`src/rtl/mem_access_unit.sv`:
```
// Memory-access stage between EX and MEM/WB. Latches each EX instruction,
// runs aligned loads/stores against a handshaking data memory, stalls the
// upstream pipeline while waiting, and aborts with an error pulse on a
// misaligned address or when the memory never acknowledges.
//
//   state  | meaning
//   -------+-------------------------------------------------------------
//   IDLE   | latch holds a non-memory op, bubble or aborted op; capture on
//          | every edge
//   ACCESS | memory request outstanding; pipeline frozen, latch held
//   RESP   | memory op completed; latched results presented for one cycle

module mem_access_unit #(
   parameter int unsigned TIMEOUT = 255
) (
   input  logic        clk_i,
   input  logic        rst_i,
   input  logic        valid_i,
   input  logic        RegWrite_i,
   input  logic        MemtoReg_i,
   input  logic        MemRead_i,
   input  logic        MemWrite_i,
   input  logic [31:0] ALUResult_i,
   input  logic [31:0] MemWdata_i,
   input  logic [4:0]  rd_i,
   output logic        mem_req_o,
   output logic        mem_we_o,
   output logic [31:0] mem_addr_o,
   output logic [31:0] mem_wdata_o,
   input  logic        mem_ack_i,
   input  logic [31:0] mem_rdata_i,
   output logic        RegWrite_o,
   output logic        MemtoReg_o,
   output logic [31:0] data_o,
   output logic [31:0] Readdata_o,
   output logic [4:0]  rd_o,
   output logic        stall_o,
   output logic        err_o
);

   typedef enum logic [1:0] {IDLE, ACCESS, RESP} state_t;

   // Abort fires on the ACCESS cycle whose wait count is TIMEOUT-1, so the
   // request is held for exactly TIMEOUT cycles.
   localparam logic [7:0] TO_LAST = 8'(TIMEOUT - 1);

   state_t      state_q, state_d;
   logic [7:0]  cnt_q, cnt_d;
   logic        rw_q, rw_d;
   logic        mtr_q, mtr_d;
   logic        mr_q, mr_d;
   logic        mw_q, mw_d;
   logic [31:0] alu_q, alu_d;
   logic [31:0] wd_q, wd_d;
   logic [4:0]  rd_q, rd_d;
   logic [31:0] rdata_q, rdata_d;
   logic        err_q, err_d;
   logic        mem_op;
   logic        misaligned;
   logic        in_access;

   // Next-state and latch update: capture in IDLE/RESP, wait/ack/abort in ACCESS.
   always_comb begin
      state_d    = state_q;
      cnt_d      = cnt_q;
      rw_d       = rw_q;
      mtr_d      = mtr_q;
      mr_d       = mr_q;
      mw_d       = mw_q;
      alu_d      = alu_q;
      wd_d       = wd_q;
      rd_d       = rd_q;
      rdata_d    = rdata_q;
      err_d      = 1'b0;
      mem_op     = valid_i & (MemRead_i | MemWrite_i);
      misaligned = mem_op & (ALUResult_i[1:0] != 2'b00);
      case (state_q)
         IDLE, RESP: begin
            // A misaligned op keeps MemtoReg but can neither write back nor touch memory.
            rw_d    = valid_i & RegWrite_i & ~misaligned;
            mtr_d   = valid_i & MemtoReg_i;
            mr_d    = valid_i & MemRead_i & ~misaligned;
            mw_d    = valid_i & MemWrite_i & ~misaligned;
            alu_d   = ALUResult_i;
            wd_d    = MemWdata_i;
            rd_d    = rd_i;
            err_d   = misaligned;
            cnt_d   = 8'd0;
            state_d = (mem_op & ~misaligned) ? ACCESS : IDLE;
         end
         ACCESS: begin
            // Ack wins over a coincident timeout.
            if (mem_ack_i) begin
               if (mr_q) rdata_d = mem_rdata_i;
               state_d = RESP;
            end else if (cnt_q == TO_LAST) begin
               rw_d    = 1'b0;
               mtr_d   = 1'b0;
               err_d   = 1'b1;
               state_d = IDLE;
            end else begin
               cnt_d = cnt_q + 8'd1;
            end
         end
         default: state_d = IDLE;
      endcase
   end

   // State, latch, load data and error flops; reset abandons any access silently.
   always_ff @(posedge clk_i or negedge rst_i) begin
      if (!rst_i) begin
         state_q <= IDLE;
         cnt_q   <= 8'd0;
         rw_q    <= 1'b0;
         mtr_q   <= 1'b0;
         mr_q    <= 1'b0;
         mw_q    <= 1'b0;
         alu_q   <= 32'd0;
         wd_q    <= 32'd0;
         rd_q    <= 5'd0;
         rdata_q <= 32'd0;
         err_q   <= 1'b0;
      end else begin
         state_q <= state_d;
         cnt_q   <= cnt_d;
         rw_q    <= rw_d;
         mtr_q   <= mtr_d;
         mr_q    <= mr_d;
         mw_q    <= mw_d;
         alu_q   <= alu_d;
         wd_q    <= wd_d;
         rd_q    <= rd_d;
         rdata_q <= rdata_d;
         err_q   <= err_d;
      end
   end

   // Outputs are decoded only from flops; write-back controls read as a bubble during ACCESS.
   assign in_access   = (state_q == ACCESS);
   assign stall_o     = in_access;
   assign mem_req_o   = in_access;
   assign mem_we_o    = in_access & mw_q;
   assign mem_addr_o  = alu_q;
   assign mem_wdata_o = wd_q;
   assign RegWrite_o  = rw_q & ~in_access;
   assign MemtoReg_o  = mtr_q & ~in_access;
   assign data_o      = alu_q;
   assign rd_o        = rd_q;
   assign Readdata_o  = rdata_q;
   assign err_o       = err_q;

endmodule

```
`config.mk`:
```
export PLATFORM = sky130hd
export DESIGN_NAME = mem_access_unit
export DESIGN_NICKNAME = d
export VERILOG_FILES = /design/src/rtl/mem_access_unit.sv
export SDC_FILE = /design/constraint.sdc
export NUM_CORES = 1
export LEC_CHECK = 0
export CORE_AREA = 2 2 120 122
export CTS_CLUSTER_DIAMETER = 120
export CTS_CLUSTER_SIZE = 16
export DETAILED_ROUTE_END_ITERATION = 10
export DIE_AREA = 0 0 122 124
export GPL_TIMING_DRIVEN = 1
export PLACE_DENSITY = 0.75
export SYNTH_ARGS = -nofsm -noshare
export SYNTH_HDL_FRONTEND = slang
export SYNTH_SLANG_ARGS = --single-unit
```
`constraint.sdc`:
```
create_clock -name clk_i -period 1.3 [get_ports clk_i]
set_input_delay 0.26 -clock clk_i [delete_from_list [all_inputs] [get_ports clk_i]]
set_output_delay 0.26 -clock clk_i [all_outputs]
set_load 0.01 [all_outputs]
```
==> impl_metrics.env <==
export IMPL_fin_skew_ps=7.374
export IMPL_swShare_pct=31.38
export IMPL_yosysTopAreaCell="dfrtp_1"
export IMPL_p_leak_uw=0.003787
export IMPL_grt_pass1_vias=3899
export IMPL_vias=3654
export IMPL_crit_buf_inv=3
export IMPL_p_switching_uw=5319
export IMPL_n_antenna_cell=0
export IMPL_clockBufferDepth=2
export IMPL_globalRouteOverflowTotal=0
export IMPL_p_per_area_nw_per_um2=2144
export IMPL_worstPathCellList="nand2b_4, inv_4, buf_4, buf_6"
export IMPL_worstPathRequired_ps=1040
export IMPL_min_path_type="in2async"
export IMPL_vdd_drop_max_uv=889.8
export IMPL_setup_viol=101
export IMPL_h_tree_depth=4
export IMPL_io_buffers=247
export IMPL_critPathMaxFanout=4
export IMPL_cts_root_buf="clkbuf_16"
export IMPL_critical_path_class="reg2out"
export IMPL_ios=248
export IMPL_hold_viol=0
export IMPL_initial_utilization_pct=35.70
export IMPL_drt_wl_total_um=13410
export IMPL_critPathArrivalTime_ps=1270
export IMPL_synth_cell_area_sq_um=4897
export IMPL_internal_power_uw=11630
export IMPL_hpwl_um=9165
export IMPL_syn2layout_area_growth_pct=61.47
export IMPL_ys_ff_latch=116
export IMPL_cpLargestDelayFamily="flip-flops"
export IMPL_max_stage_delay_ps=480
export IMPL_gp_congestion=0.8332
export IMPL_fp_row_count=43
export IMPL_layoutNonFillerInstCount=791
export IMPL_path_clk_slew_ps=50
export IMPL_cts_tree="built"
export IMPL_clk_insertion_delay_late_ps=410
export IMPL_yosysSeqAreaShare_pct=59.27
export IMPL_slew_viol_final=0
export IMPL_synthTopCellsByArea="dfrtp_1, mux2_2, mux2_4"
export IMPL_antenna_found_initial=0
export IMPL_grt_pass1_wl_um=20270
export IMPL_grt_usage_pct=17.72
export IMPL_fin_crit_sh_pct=117.7
export IMPL_drtIter0Drc=207
export IMPL_combPwrFrac_pct=40.9
export IMPL_ant_nets=0
export IMPL_fin_crit_ps=1530
export IMPL_dpl_cell_count=737
export IMPL_drc=0
export IMPL_status="complete, but fails checks"
export IMPL_die_h_um=124
export IMPL_worstMarginPinSlew_ps=354.6
export IMPL_worstSetupEndpointType="primary output"
export IMPL_ys_types=34
export IMPL_violations="negative setup slack"
export IMPL_drt_first_pass_iters=5
export IMPL_fmax_mhz=653.6
export IMPL_cp_slowest_cell="dfrtp_4"
export IMPL_synthCells=330
export IMPL_viasPerCell=4.619
export IMPL_drv_cap=0
export IMPL_fin_nets=710
export IMPL_die_area_sq_um=15130
export IMPL_p_clk_share_pct=25.4
export IMPL_fin_ws_ps=-229.9
export IMPL_grt_max_degree=38
export IMPL_die_w_um=122
export IMPL_utilization_pct=57.64
export IMPL_p_seq_share_pct=33.7
export IMPL_synth_top_cell_area_share_pct=59.27
export IMPL_wire_per_inst_um=16.95
export IMPL_synth_nets=441
export IMPL_hold_slack_ps=325.8
export IMPL_core_sq_um=13720
export IMPL_yosysWarnings=0
export IMPL_cts_sinks=116
export IMPL_start_kind="flip-flop"
export IMPL_avgSynthCellArea_sq_um=14.84
export IMPL_rsz0062_at_grt="true"
export IMPL_cts_buffers=17
export IMPL_slew_headroom_pct=76.36
export IMPL_drive_above_1_share_pct=55.81
-- power by group through the flow --
stage / combinational [uW] / clock [uW] / sequential [uW]
3_3_place_gp: 7460 / 0 / 5750
3_5_place_dp: 7580 / 0 / 5770
6_report: 6930 / 4300 / 5720
4_1_cts: 7340 / 4410 / 5730
2_1_floorplan: 3120 / 0 / 6270
5_1_grt: 7450 / 4590 / 5890
-- worst paths after layout --
path | startpoint | endpoint | slack [ps] | cells after the start
worst max-delay path | state_q[0] | stall_o | -230 | 4
worst min-delay path | rst_i | mem_wdata_o[29] | 330 | 2
worst max register to register | state_q[0] | mem_wdata_o[18] | -220 | 4
worst min register to register | mw_q | mw_q | 480 | 2
max in group asynchronous | rst_i | data_o[17] | 450 | 3
min in group clk_i | RegWrite_i | rw_q | 430 | 3
-- synth_stat cells --
master      n
xnor2_1     1
a22o_1      1
o41ai_1     1
and2_1      5
clkbuf_1    1
nand2_1     6
ha_1        2
inv_2       1
nand4_1     4
nand2_4     1
or3_1       1
a41oi_1     1
o31ai_1     3
mux2_2     71
nor2_1      8
nand2b_1    2
nor2b_1     2
and2_4      1
buf_6       3
o41a_1      1
o21ai_2     2
mux2i_1     1
mux2_4     30
buf_4      33
o21ai_0    11
dfrtp_1   116
inv_1       1
buf_2       8
nand3_1     7
nand2b_4    1
a21oi_1     1
or4_1       1
and3_1      1
a21boi_1    1
-- layout by cell type, fill, tap and decap left out, drive strengths merged --
cell	synthesis	final
a21boi	1	1
a21oi	1	1
a22o	1	1
a41oi	1	1
and2	6	6
and3	1	1
buf	44	160
bufbuf	0	1
bufinv	0	1
clkbuf	1	46
clkdlybuf4s15	0	1
clkdlybuf4s50	0	107
clkinv	0	6
clkinvlp	0	3
dfrtp	116	116
dlygate4sd3	0	1
ha	2	2
inv	2	2
mux2	101	101
mux2i	1	1
nand2	7	7
nand2b	3	3
nand3	7	7
nand4	4	4
nor2	8	8
nor2b	2	2
o21ai	13	13
o31ai	3	3
o41a	1	1
o41ai	1	1
or3	1	1
or4	1	1
xnor2	1	1
-- repair_timing --
action / CTS / global route
resized for setup: 501 / 79
setup buffers: 10 / 6
hold buffers: 1 / 0
pin swaps: 5 / 8
cloned: 5 / 2
endpoints found under the hold margin: 21 / 0
endpoints found under the setup margin: 246 / 184
-- state kept, by name (all words and copies together), names as in the netlist --
signal	cells
err_o	1
mtr_q	1
cnt_q	8
mr_q	1
Readdata_o	32
state_q	2
rw_q	1
mw_q	1
mem_wdata_o	32
rd_o	5
data_o	32
-- worst reg2reg max path, delay by kind of cell, from the launching register on --
kind                   cells  cell delay [ps]
buffers and inverters      3              670
DFF                        1              420
muxes                      1              330
-- per-stage QoR --
step	setup TNS [ps]	worst slack, ps	instance area, sq um	total power [uW]
final	-12310	-229.9	7908	16950
after global routing	-17660	-282.2	7908	17930
after CTS	-18450	-257.8	8153	17490
after detailed placement	-26650	-436.2	7531	13350
after global placement	-24930	-409.6	7531	13200
after floorplan	-4343	-133.0	4918	9391
-- area by class of cell --
type,count,area [sq um]
fillers,1143,5812
flip-flops and latches,116,2907
repair buffers,295,2425
multi-input cells,167,1788
clock buffers,21,470.5
well taps,180,225.2
clock inverters,10,82.58
inverters,2,10.01
-- layer usage --
metal	track usage, %	wire (um)	up-vias
li1	-	-	1675
met1	20.52	5178	1784
met2	30.80	6922	179
met3	5.540	1150	16
met4	6.753	155	0
met5	0	0	-
-- logic make-up after synthesis --
kind of cell	synth area share, %
xor gates and xnor gates	0.1789
AOI/OAI and AO/OA	2.964
DFF	59.27
and+or+nand+nor	4.548
adders and majority gates	0.5109
muxes	25.73
buffers and inverters	6.796
(Power assumes the default switching activity.)
